`src/rtl/add32_arbiter.sv`:
```
// Two-requester round-robin arbiter in front of a 32-bit adder built from one
// 16-bit ripple adder used in two passes (low half, then high half with carry).

module ripple_adder #(
  parameter int W = 16
) (
  input  logic [W-1:0] a,
  input  logic [W-1:0] b,
  input  logic         cin,
  output logic [W-1:0] s,
  output logic         cout
);

  logic carry;

  always_comb begin
    s     = '0;
    carry = cin;
    for (int i = 0; i < W; i++) begin
      s[i]  = a[i] ^ b[i] ^ carry;
      carry = (a[i] & b[i]) | (carry & (a[i] ^ b[i]));
    end
    cout = carry;
  end

endmodule

module add32_arbiter #(
  parameter int RR_START = 0
) (
  input  logic        Clk,
  input  logic        Reset,
  input  logic        req0_valid,
  output logic        req0_ready,
  input  logic [31:0] req0_a,
  input  logic [31:0] req0_b,
  input  logic        req1_valid,
  output logic        req1_ready,
  input  logic [31:0] req1_a,
  input  logic [31:0] req1_b,
  output logic        rsp_valid,
  input  logic        rsp_ready,
  output logic [31:0] rsp_sum,
  output logic        rsp_cout,
  output logic        rsp_id
);

  typedef enum logic [1:0] {IDLE, LO, HI, RESP} state_t;

  state_t      state;
  state_t      state_nxt;
  logic        ptr;
  logic        grant_any;
  logic        grant_id;
  logic        accept;
  logic [31:0] a_q;
  logic [31:0] b_q;
  logic        carry_q;
  logic [15:0] add_a;
  logic [15:0] add_b;
  logic [15:0] add_s;
  logic        add_cin;
  logic        add_cout;

  // A lone requester wins outright; the pointer only breaks ties.
  always_comb begin
    grant_any = req0_valid | req1_valid;
    grant_id  = (req0_valid & req1_valid) ? ptr : req1_valid;
  end

  always_comb begin
    state_nxt  = state;
    req0_ready = 1'b0;
    req1_ready = 1'b0;
    accept     = 1'b0;
    rsp_valid  = 1'b0;
    add_a      = a_q[15:0];
    add_b      = b_q[15:0];
    add_cin    = 1'b0;
    case (state)
      IDLE: begin
        if (grant_any && !Reset) begin
          accept     = 1'b1;
          req0_ready = ~grant_id;
          req1_ready = grant_id;
          state_nxt  = LO;
        end
      end
      LO: state_nxt = HI;
      HI: begin
        add_a     = a_q[31:16];
        add_b     = b_q[31:16];
        add_cin   = carry_q;
        state_nxt = RESP;
      end
      RESP: begin
        rsp_valid = 1'b1;
        if (rsp_ready) state_nxt = IDLE;
      end
      default: state_nxt = IDLE;
    endcase
  end

  ripple_adder #(.W(16)) u_adder (
    .a    (add_a),
    .b    (add_b),
    .cin  (add_cin),
    .s    (add_s),
    .cout (add_cout)
  );

  always_ff @(posedge Clk or posedge Reset) begin
    if (Reset) begin
      state    <= IDLE;
      ptr      <= (RR_START != 0);
      carry_q  <= 1'b0;
      rsp_sum  <= '0;
      rsp_cout <= 1'b0;
      rsp_id   <= 1'b0;
    end else begin
      state <= state_nxt;
      if (accept) begin
        ptr    <= ~grant_id;
        rsp_id <= grant_id;
      end
      if (state == LO) begin
        rsp_sum[15:0] <= add_s;
        carry_q       <= add_cout;
      end
      if (state == HI) begin
        rsp_sum[31:16] <= add_s;
        rsp_cout       <= add_cout;
      end
    end
  end

  // Operands are captured once at acceptance so later port changes cannot leak in.
  always_ff @(posedge Clk) begin
    if (accept) begin
      a_q <= grant_id ? req1_a : req0_a;
      b_q <= grant_id ? req1_b : req0_b;
    end
  end

endmodule

```
`config.mk`:
```
export PLATFORM = sky130hd
export DESIGN_NAME = add32_arbiter
export DESIGN_NICKNAME = d
export VERILOG_FILES = /design/src/rtl/add32_arbiter.sv
export SDC_FILE = /design/constraint.sdc
export NUM_CORES = 1
export LEC_CHECK = 0
export CAP_MARGIN = 20
export CORE_MARGIN = 4
export CORE_UTILIZATION = 60
export DETAILED_ROUTE_END_ITERATION = 8
export DONT_BUFFER_PORTS = 1
export PLACE_DENSITY_LB_ADDON = 0.1
export SYNTH_ARGS = -nofsm -noshare
export SYNTH_HDL_FRONTEND = slang
export SYNTH_SLANG_ARGS = --single-unit
```
`constraint.sdc`:
```
create_clock -name Clk -period 19.6 [get_ports Clk]
set_input_delay 3.92 -clock Clk [delete_from_list [all_inputs] [get_ports Clk]]
set_output_delay 3.92 -clock Clk [all_outputs]
set_load 0.01 [all_outputs]
```
## Word-level counts from Yosys, hierarchy flattened

Index checks and enable logic that the tools add are counted.

| word-level totals | value |
|---|---|
| output and inout bits | 37 |
| memories kept | 0 |
| bits of input ports | 133 |
| bits in latches | 0 |
| memory bits (writable) | 0 |
| ROM bits | 0 |
| word-level logic and storage cells | 117 |
| register bits after elaboration | 102 |

| cells by class | value |
|---|---|
| shift operators | 0 |
| add/subtract/negate cells | 0 |
| equality and inequality tests | 5 |
| multiply operators | 0 |
| reduce and logical (&&, ||, !) cells | 4 |
| bitwise operators | 83 |
| magnitude comparators | 0 |
| div/mod/pow operators | 0 |
| muxes and demuxes | 16 |

Operators with widths:

| cell | count |
|---|---|
| $mux 32 | 2 |
| $and 1x1->1 | 33 |
| $mux 16 | 2 |
| $xor 1x1->1 | 32 |
| $or 1x1->1 | 17 |
| $mux 1 | 9 |
| $pmux 2 s4 | 1 |
| $eq 2x2->1 const B | 2 |
| $mux 2 | 2 |
| $ne 2x2->1 const B | 2 |
| $eq 2x1->1 const B | 1 |
| $logic_not 2->1 | 1 |
| $reduce_and 2->1 | 1 |
| $logic_and 1x1->1 | 1 |
| $logic_not 1->1 | 1 |
| $not 1->1 | 1 |

## Depth between registers and ports, before layout

| depth | value |
|---|---|
| depth after elaboration | 35 |
| mapped depth | 25 |

## Cells and area by module

Synthesis repeated with hierarchy kept, for this count alone.

| second synthesis, totals | value |
|---|---|
| cell total of the unflattened synthesis | 298 |
| area, all modules | 4986.0 um2 |

By module, submodules not included:

| module | cells each | area each (um2) | instances |
|---|---|---|---|
| add32_arbiter | 272 | 4628.2 | 1 |
| ripple_adder | 26 | 357.8 | 1 |

## Worst setup path before layout

Ideal clock, no wire load.

| path | value |
|---|---|
| kind | input-to-output |
| start | input port req0_valid |
| end | output port req0_ready |
| arrival | 4.630 ns |
| stages on the path | 5 |
| path buffers | 2 |
| path slack | 11.050 ns |
| data required time | 15.680 ns |
| cell sequence | inv_2 o21ai_4 buf_6 buf_6 nor2b_1 |

| between the ends | value |
|---|---|
| cells in the longest elaborated chain, start to end | 5 |
| elaborated cells on any way between the ends | 7 |
| those cells by class | 3 x mux; 3 x bitwise; 1 x reduce/logical |

RTL lines:

| element | line | text |
|---|---|---|
| start, declared | 33 | `input logic req0_valid,` |
| $and 1x1->1 | 68 | `grant_id = (req0_valid & req1_valid) ? ptr : req1_valid;` |
| $mux 1 | 68 |  |
| $not 1->1 | 84 | `req0_ready = ~grant_id;` |
| $mux 1 (*) | 82 | `if (grant_any && !Reset) begin` |
| $mux 1 (*) | 80 | `case (state)` |
| end, declared | 34 | `output logic req0_ready,` |

Every way passes the cells marked *; elsewhere a longest branch is shown, timed or not.

## Worst setup path in the final report

| path | value |
|---|---|
| start | register state[0] |
| end | register rsp_sum[15] |

| between the ends | value |
|---|---|
| cells in the longest elaborated chain, start to end | 34 |
| elaborated cells on any way between the ends | 67 |
| those cells by class | 2 x eq/ne; 3 x mux; 62 x bitwise |

RTL lines:

| element | line | text |
|---|---|---|
| start, declared | 50 | `state_t state;` |
| start signal, assigned | 121 | `state <= state_nxt;` |
| $eq 2x2->1 (*) | 80 |  |
| $mux 16 | 80 |  |
| $xor 1x1->1 | 21 | `carry = (a[i] & b[i]) \| (carry & (a[i] ^ b[i]));` |
| $and 1x1->1 | 21 |  |
| $or 1x1->1 | 21 |  |
| $and 1x1->1 | 21 |  |
| $or 1x1->1 | 21 |  |
| $and 1x1->1 | 21 |  |
| (+19 left out) | n/a |  |
| $and 1x1->1 | 21 |  |
| $or 1x1->1 | 21 |  |
| $and 1x1->1 | 21 |  |
| $or 1x1->1 | 21 |  |
| $and 1x1->1 | 21 |  |
| $or 1x1->1 | 21 |  |
| $xor 1x1->1 (*) | 20 | `s[i] = a[i] ^ b[i] ^ carry;` |
| net add_s[15] | 61 | `logic [15:0] add_s;` |
| end signal, assigned | 127 | `rsp_sum[15:0] <= add_s;` |
| end, declared | 43 | `output logic [31:0] rsp_sum,` |

Mark *: on every way through the listed nets, which the timed path passes. The rest lies on a longest branch.
A chain may end at the register's enable or synchronous reset.

==> metrics <==
post-synthesis register bit count=slightly above 100; number of iterations in the first detailed-routing pass=4; final hold viol count=0; main area contributors after synthesis=edfxtp_1 39%, dfrtp_1 19%, mux2_2 15%, mux2i_1 7.1%, fa_1 6.5%; via total after detailed routing=approximately 2400; CP Class=register to register; ANT nets after route=0; largest net degree at the start of global routing=69; Die Ht=approximately 100 um; non-filler instance count after layout=approximately 420; TNS Setup=0 ns; total track usage=0.1869; portion of the clock cycle consumed by the worst path in the final layout=0.4583; maximum clock path buffer count=2; final max-slew violation count=0; status=completed; hold_sp=carry_q$_DFFE_PP0N_; detailed router's first-iteration violation count=93; final total power=just under 0.8 mW; CTS Root Buffer Type=clkbuf_8; CP arrival=roughly 9.2 ns; TritonCTS clock tree=done; Worst Reg-to-Reg Cells=23; top library cells by usage in the layout, fill and taps aside=64 x mux2_2, 64 x edfxtp_1, 38 x dfrtp_1; effective utilization at floorplan=0.6248; synthesis-to-finish area growth=4.772%; count of cell types in the netlist=22; critical-path cell with the highest stage delay=ha_2; number of clock buffers inserted by TritonCTS=9; post-synthesis average cell area=approximately 15 um2; Post-CTS Resized=0; crit path buf inv count=4; io pins=170; initial antenna violation count=0; cell type with the largest total area after synthesis=edfxtp_1; vias in the first global route=around 2600; max cap viols=0; worst-margin pin slew=roughly 1.0 ns; # rows=32; count of input and output buffers=0; worst path cell trace=inv_1, ha_2, mux2i_1, fa_1, inv_1, fa_1, fa_1, inv_1, fa_1, fa_1, fa_1, fa_1, fa_1, fa_1, fa_1, fa_1, fa_1, fa_1, fa_1, fa_1, inv_1, fa_1, mux2_2; x dimension of the die=about 100 um; half-perimeter wire length of the detailed placement result=approximately 6.6 mm; final cell area excluding filler cells=between 5000 and 6000 um2; WL/cell=about 21 um; setup repair after global routing missed its margin=no; kind of end point of the critical path=register; YS warnings=0; global-route wire length before repair=between 10 and 15 mm; clock-pin transition on the worst setup and hold timing paths=around 0.1 ns; Tmin final=roughly 9.0 ns; type of the worst min-delay path=register to register; crit path launch type=register; H-tree Lvls=3; final wirelength=about 8.9 mm; Mapped Nets=471; Setup violations, final=0; Peak Freq=about 110 MHz; instance area after placement=4951 um2; most prevalent standard cell on the critical path=fa_1; post-synth design cell area=4903 um2; TritonCTS sink count=between 100 and 150; kind of cell with the highest combined delay on the critical path=adder cells; number of buffers added for setup after CTS=0; setup slack of the most critical reg-to-reg path=between 10 and 15 ns; Routability Congestion=approximately 0.75; number of nets at the end of the flow=approximately 470; worst reg2reg path endpoint=rsp_sum[15]$_DFFE_PP0N_; Hold Buf Count CTS=0; layout cells sized above 1=0.2594; cell count of the worst hold path=1; required time at the worst-slack endpoint=just under 20 ns; area share of the leading cell type in the synthesized netlist=0.3919; Slew headroom=0.3199; aggregate global routing overflow=0; Die ar.=roughly 9700 um2; Util after Layout=0.6547; launch instance of the worst register-to-register path=state[0]$_DFFE_PP0P_; share of synthesized area occupied by flip-flops and latches=0.5859; Placed Cells incl. Taps=between 400 and 500; insertion delay of the later-clocked pin in the worst-skew pair=roughly 0.35 ns; core footprint=~8000 um2; cell leakage power=1.901 nW; biggest fanout along the worst timing path=33; DRC violation count after routing=0; Max Clock Skew=between 0.01 and 0.015 ns; via count normalized by instance count=5.773; Min-Delay Endpoint=carry_q$_DFFE_PP0N_; VDD IR max=between 0.00005 and 0.00006 V; delay of the slowest critical-path stage=between 0.8 and 0.9 ns; areal power density over the cells=between 150 and 200 nW/um2; gate count of the mapped netlist=317
through the flow:
step                hold WS (ns)  setup WS (ns)
detailed placement        0.5007          10.53
finish                    0.5212          10.62
CTS                       0.5215          10.51
global route              0.5481          10.07
floorplan                 0.4809          11.05
global placement          0.4965          10.67
registers in the layout, summed over array words and instances (netlist names):
| signal | flops |
|---|---|
| b_q | 32 |
| a_q | 32 |
| ptr | 1 |
| carry_q | 1 |
| rsp_id | 1 |
| rsp_sum | 32 |
| rsp_cout | 1 |
| state | 2 |
worst max path at each step:
stage,to,cells after the start,slack (ns),start
2_1_floorplan,req0_ready,5,11.05,req0_valid
5_1_grt,rsp_sum[15]$_DFFE_PP0N_,23,10.07,state[0]$_DFFE_PP0P_
3_3_place_gp,rsp_sum[31]$_DFFE_PP0N_,23,10.67,state[0]$_DFFE_PP0P_
4_1_cts,rsp_sum[15]$_DFFE_PP0N_,23,10.51,state[0]$_DFFE_PP0P_
6_report,rsp_sum[15]$_DFFE_PP0N_,23,10.62,state[0]$_DFFE_PP0P_
3_5_place_dp,rsp_sum[15]$_DFFE_PP0N_,23,10.53,state[0]$_DFFE_PP0P_
report_power, final:
group / total [mW] / internal [mW] / switching, mW / leakage [nW]
sequential: 0.352 / 0.300 / 0.0512 / 1.02
clock: 0.126 / 0.0594 / 0.0662 / 0.0839
combinational: 0.312 / 0.142 / 0.170 / 0.797
cell usage after synthesis, drive strengths merged:
cell     n
edfxtp  64
buf     13
nor2    18
clkbuf   3
a21oi   18
o32a     1
o21ai    3
ha       5
fa      16
o21bai   1
dfrtp   38
nor2b    2
nand2    1
mux2i   35
mux2    80
or2      1
inv     18
worst register-to-register path: stages, from the launching register on:
cell and delay (ns):
dfrtp_1 0.43, inv_1 0.12, ha_2 0.85, mux2i_1 0.22, fa_1 0.42, inv_1 0.08
fa_1 0.20, fa_1 0.18, inv_1 0.06, fa_1 0.45, fa_1 0.47, fa_1 0.47
fa_1 0.47, fa_1 0.46, fa_1 0.46, fa_1 0.46, fa_1 0.49, fa_1 0.47
fa_1 0.46, fa_1 0.47, fa_1 0.43, inv_1 0.09, fa_1 0.40, mux2_2 0.28
per-layer routing:
metal  global-route usage  up-vias  part of all wire
met1               0.2727     1180              0.44
met4              0.05357        0             0.011
li1                     -     1132                 -
met2               0.2777      121              0.47
met5                    0        -                 0
met3              0.05214        9             0.077
area by class of cell:
class	count	area (um2)
clock inverter	3	45.04
clock buffer	13	138.9
multi-input combinational	181	1861
timing repair buffer	3	22.52
fill	583	2710
inverter	18	67.56
antenna	1	2.502
sequential	102	2873
tap	102	127.6
cells by family after synthesis:
| group | synth area share |
|---|---|
| compound gates | 0.02731 |
| fa+ha+maj | 0.07808 |
| buf+inv | 0.03521 |
| flops | 0.5859 |
| mux | 0.2552 |
| simple gates | 0.01837 |
(Power assumes the default switching activity.)
